**src/rtl/clock_gating_controller_pkg.sv**
```systemverilog
// Shared types and helpers for the clock-gating controller.
package clock_gating_controller_pkg;

    typedef enum logic [1:0] {
        GATED    = 2'd0,
        WAKING   = 2'd1,
        RUNNING  = 2'd2,
        COOLDOWN = 2'd3
    } clock_gating_state_t;

    // Width of a down-counter that must hold max(a, b); never narrower than 1 bit.
    function automatic int counter_width(input int a, input int b);
        int max_val;
        max_val = (a > b) ? a : b;
        return (max_val > 0) ? $clog2(max_val + 1) : 1;
    endfunction

endpackage

```
**src/rtl/clock_gater.sv**
```systemverilog
// Latch-based clock gate: the enable is captured while the clock is low so the
// output can only start or stop on a full high phase, never mid-pulse.
module clock_gater (
    input  logic clock_in,
    input  logic enable,
    input  logic test_enable,
    output logic clock_out
);

    logic enable_latched;

    // Transparent while clock_in is low, holds through the high phase.
    always_latch begin
        if (!clock_in) begin
            enable_latched <= enable | test_enable;
        end
    end

    assign clock_out = clock_in & enable_latched;

endmodule

```
**src/rtl/clock_gating_controller.sv**
```systemverilog
// Sequences one clock_gater for several requesters: wake, settle, grant, and
// gate again after an idle cooldown.
//
// state    | meaning
// ---------+-----------------------------------------------------------
// GATED    | gated clock stopped, waiting for any request or force_on
// WAKING   | gater enabled, counting settle cycles, no grants yet
// RUNNING  | clock guaranteed running, grants follow requests
// COOLDOWN | no demand, counting idle cycles before gating again
module clock_gating_controller
    import clock_gating_controller_pkg::*;
#(
    parameter int NUM_REQUESTERS = 4,
    parameter int WAKE_CYCLES    = 2,
    parameter int IDLE_CYCLES    = 16
) (
    input  logic                      clock,
    input  logic                      resetn,
    input  logic [NUM_REQUESTERS-1:0] request,
    input  logic                      force_on,
    input  logic                      test_enable,
    output logic [NUM_REQUESTERS-1:0] grant,
    output logic                      clock_enabled,
    output logic                      gated_clock
);

    localparam int CW = counter_width(WAKE_CYCLES, IDLE_CYCLES);

    clock_gating_state_t state;
    clock_gating_state_t next_state;
    logic [CW-1:0]       count;
    logic [CW-1:0]       next_count;
    logic                any_req;

    assign any_req = (|request) | force_on;

    // State, counter and gater enable all move together on the rising edge.
    always_ff @(posedge clock) begin
        if (!resetn) begin
            state         <= GATED;
            count         <= '0;
            clock_enabled <= 1'b0;
        end else begin
            state         <= next_state;
            count         <= next_count;
            clock_enabled <= (next_state != GATED);
        end
    end

    // Next-state, counter reload/decrement, and grant qualification.
    always_comb begin
        next_state = state;
        next_count = count;
        grant      = '0;

        unique case (state)
            GATED: begin
                if (any_req) begin
                    if (WAKE_CYCLES == 0) begin
                        next_state = RUNNING;
                        next_count = '0;
                    end else begin
                        next_state = WAKING;
                        next_count = CW'(WAKE_CYCLES - 1);
                    end
                end
            end
            WAKING: begin
                // Wake always runs to completion, even if demand disappears.
                if (count == '0) begin
                    next_state = RUNNING;
                end else begin
                    next_count = count - CW'(1);
                end
            end
            RUNNING: begin
                grant = request;
                if (!any_req) begin
                    if (IDLE_CYCLES == 0) begin
                        next_state = GATED;
                        next_count = '0;
                    end else begin
                        next_state = COOLDOWN;
                        next_count = CW'(IDLE_CYCLES - 1);
                    end
                end
            end
            COOLDOWN: begin
                grant = request;
                // A request arriving on the expiry cycle still keeps the clock on.
                if (any_req) begin
                    next_state = RUNNING;
                    next_count = '0;
                end else if (count == '0) begin
                    next_state = GATED;
                end else begin
                    next_count = count - CW'(1);
                end
            end
            default: begin
                next_state = GATED;
                next_count = '0;
            end
        endcase
    end

    clock_gater u_clock_gater (
        .clock_in    (clock),
        .enable      (clock_enabled),
        .test_enable (test_enable),
        .clock_out   (gated_clock)
    );

endmodule

```
**config.mk**
```make
export PLATFORM = sky130hd
export DESIGN_NAME = clock_gating_controller
export DESIGN_NICKNAME = d
export VERILOG_FILES = /design/src/rtl/clock_gating_controller_pkg.sv /design/src/rtl/clock_gater.sv /design/src/rtl/clock_gating_controller.sv
export SDC_FILE = /design/constraint.sdc
export NUM_CORES = 1
export LEC_CHECK = 0
export CAP_MARGIN = 20
export CORE_AREA = 3 3 40 42
export DETAILED_ROUTE_END_ITERATION = 8
export DIE_AREA = 0 0 43 45
export PLACE_DENSITY = 0.8
export SYNTH_ARGS = -nofsm -noshare
export SYNTH_HDL_FRONTEND = slang
export SYNTH_HIERARCHICAL = 1
export SYNTH_SLANG_ARGS = --single-unit
```
**constraint.sdc**
```tcl
create_clock -name clock -period 2.6 [get_ports clock]
set_input_delay 0.26 -clock clock [delete_from_list [all_inputs] [get_ports clock]]
set_output_delay 0.26 -clock clock [all_outputs]
set_load 0.02 [all_outputs]
```
After elaboration in Yosys (flattened, before gate mapping)
Cells that the tools add are included.
- $add $sub $neg: 1
- reductions and logical operators: 6
- equality and inequality tests: 5
- muxes and demuxes: 13
- bitwise operators: 3
- operators by type and width (operator ; number):
    2-to-1 mux 5 bit ; 4
    case mux 5 bit (4 select lines) ; 1
    2-to-1 mux 2 bit ; 5
    case mux 2 bit (4 select lines) ; 1
    logical NOT 5 bit ; 1
    subtractor 5 x 1 -> 5 bit (second input constant) ; 1
    equality test 2 bit (second input constant) ; 2
    2-to-1 mux 4 bit ; 1
    inequality test 2 bit (second input constant) ; 2
    OR reduction 4 bit ; 1
    equality test 2 x 1 -> 1 bit (second input constant) ; 1
    logical NOT 2 bit ; 1
    OR 1 bit ; 2
    AND reduction 2 bit ; 1
    nonzero test 2 bit ; 1
    OR reduction 2 bit ; 1
    AND 1 bit ; 1
    2-to-1 mux 1 bit ; 1
- bits in latches: 1
- output and inout bits: 6
- flip-flop bits (word level): 8
- word-level logic and storage cells: 32
- bits of input ports: 8

Longest topological paths before layout
Gate-level depths: netlist of run 1.
- depth in word-level cells: 5
- mapped depth: 5
- mapped depth without buffers: 5

Cells and area by module
The synthesis of run 1 kept the hierarchy.
- modules (own cells, without submodules) (module ; seq. area each (µm²) ; times used ; area an instance (µm²) ; cells an instance):
    clock_gating_controller ; 160.2 ; 1 ; 540.5 ; 62
    clock_gater ; 0.0 ; 1 ; 27.5 ; 3

==> impl_results.md, run 1 <==
* Final HPWL DP at 917.1 um
* Area of the multi-input gates at 376.6 um^2
* YS warnings at 6
* Setup-failing EPs final at 0
* Initial antenna violation count at 0
* Clock latency on the worst-skew pair at 0.37 ns
* Worst EP arrival at 2.31 ns
* TritonCTS clock tree: built
* Share of layout cells above drive strength 1 at 0.2048
* Routed length per instance at 13.07 um
* Fin nets at 93
* Hold Path Class: reg -> reg
* CP Data Required Time at 2.34 ns
* Number of DRC markers in iteration 0 at 24
* Met3 Use GR at 0.07570
* Ports at 14
* Die Span Y at 45 um
* Wirelength, routed at 1.281 mm
* Avg Inst Size Synth at 8.739 um^2
* Post-route ant nets at 0
* Area leader, netlist: dfxtp_1
* Filler instances at 105
* Reg area at 176.4 um^2
* R2R depth at 5
* Top cells by area, synth: dfxtp_1 (28%), and2_1 (7.7%), a21oi_1 (3.5%)
* Relative slew slack at 0.5826
* Syn Nets at 74
* Die width at 43 um
* Worst Hold Path Cells at 2
* Placed Cells at 91
* Crit-path cells: and2_4 > buf_6
* Lkg Pwr at 0.0002950 uW
* Power Density at 849.3 mW/mm^2
* Critical Path Fanout Max at 1
* Actual slew at the worst max-slew pin at 0.6245 ns
* Post-synth EDFFs at 0
* Final Hold Fails at 0
* Yosys top cell area share at 0.2819
* First-pass DRT Iterations at 4
* Final std cells w/o fill at 98
* Port Buf Inserts at 13
* CTS clk-pin slew, worst paths at 0.06 ns
* Area grow syn2layout at 34.36%
* WS Path Type: latch -> out
* Slew Limit Fails at 0
* Setup ws final at 0.03099 ns
* Met2 Track Usage GR at 0.2246
* Async SR Flop Fraction at 0
* Clock Skew at 0.001602 ns
* Most frequent cells after synthesis: dfxtp_1 (8), and2_1 (7), a21oi_1 (4), nor2_1 (4)
* RSZ-0062 raised after global routing: yes
* DR vias/cell at 5.929
* Fin util at 0.5940
* Most common cell in the synthesized netlist: dfxtp_1
* Layer with the highest usage: met2
* Power Total at 648.2 uW
* Die area at 0.001935 mm^2
* Vias in the first global route at 550
* Post-place setup slack at -0.02243 ns
* Inserted Diodes at 0
* Crit-path max cell delay at 0.40 ns
* First-pass GRT wire length at 2.263 mm
* DR DRC count at 0
* Crit path launch type: latch
* Via count at 581
* Max-cap check violation count at 0
* Slowest cell on the critical path: dlxtn_2
* Starting Density at 0.4421
* Gr usage total at 0.1633
* Largest net degree at the start of global routing at 19
* CP Capture Type: output port
* Ys flop type: dfxtp_1
* Status: completed
* Mapped Cells at 65
* Congestion Overflow GR at 0
* Total core area at 0.001285 mm^2
* Yosys cell types at 33
* Register bit total from synthesis at 9
* Site row count at 13
* Worst vdd ir at 0.5660 mV
* RD Place Congestion at 0.7660
* Synthesized area at 568.0 um^2
* R2R setup slack at 0.77 ns
* Met1 Use GR at 0.1908
## flip-flops by register name, indices dropped and copies added (netlist names)
signal                        cells
clock_enabled                     1
count                             5
state                             2
u_clock_gater/enable_latched      1
## cells by family (layout without fill, tap and decap cells)
family,after synthesis,count (layout),share of synthesized area
and+or+nand+nor,30,30,0.3568
AOI/OAI and AO/OA,19,19,0.2599
DFF,8,8,0.2819
buffers and inverters,5,23,0.03304
adders and majority gates,1,1,0.02202
muxes,1,1,0.01982
latches,1,1,0.02642
## power breakdown
part | internal (uW) | switching, uW
clock | 149 | 87.6
combinational | 113 | 94.6
sequential | 155 | 49.2
## path summary, 6_finish.rpt
kind	start	end
setup reg to reg	count[0]	count[0]
hold reg to reg	count[4]	count[4]
hold / removal	count[4]	count[4]
setup / recovery	u_clock_gater/enable_latched	gated_clock
## timing repair
item                                    CTS  global route
endpoints found under the setup margin    2             2
gates resized for setup                   5             3
setup buffers                             0             0
endpoints found under the hold margin     0             0
hold buffers                              0             0
## critical path: cells and delay by family (launching register included)
family | cells | cell delay, ns
buffers and inverters | 1 | 0.10
latches | 1 | 0.40
and+or+nand+nor | 1 | 0.12
## cells in the final DEF (no fill, tap or decap), drive strengths merged, types with 3 or more instances in the layout
cell type	Yosys	final
a21oi	4	4
clkdlybuf4s50	0	12
nand2b	3	3
inv	3	3
clkbuf	2	7
nor2	4	4
dfxtp	8	8
nor2b	3	3
and2	8	8
## cell type report
cell class,count,area share
well taps,15,0.02459
clock buffers,8,0.07869
flip-flops and latches,9,0.2311
multi-input cells,51,0.4934
repair buffers,12,0.1574
inverters,3,0.01475
## layer usage
| layer | routed length [um] | vias up |
|---|---|---|
| li1 | - | 282 |
| met1 | 554 | 276 |
| met2 | 644 | 23 |
| met3 | 82 | 0 |
| met4 | 0 | 0 |
| met5 | 0 | - |
## per-stage QoR
step | hold slack, ns | area (um^2) | setup TNS, ns
global placement | 0.5251 | 709.4 | -0.008945
CTS | 0.5487 | 755.7 | 0
floorplan | 0.3912 | 568.0 | 0
detailed placement | 0.5387 | 709.4 | -0.02243
global route | 0.5887 | 763.2 | -0.01694
finish | 0.5445 | 763.2 | 0
No activity file was read; power rests on OpenSTA's default activity.
==> run 2, diff against run 1 <==
SLEW_MARGIN = 20   (was unset)
==> results of run 2 <==
Final layout, timing and power as in run 1 (identical DEF).
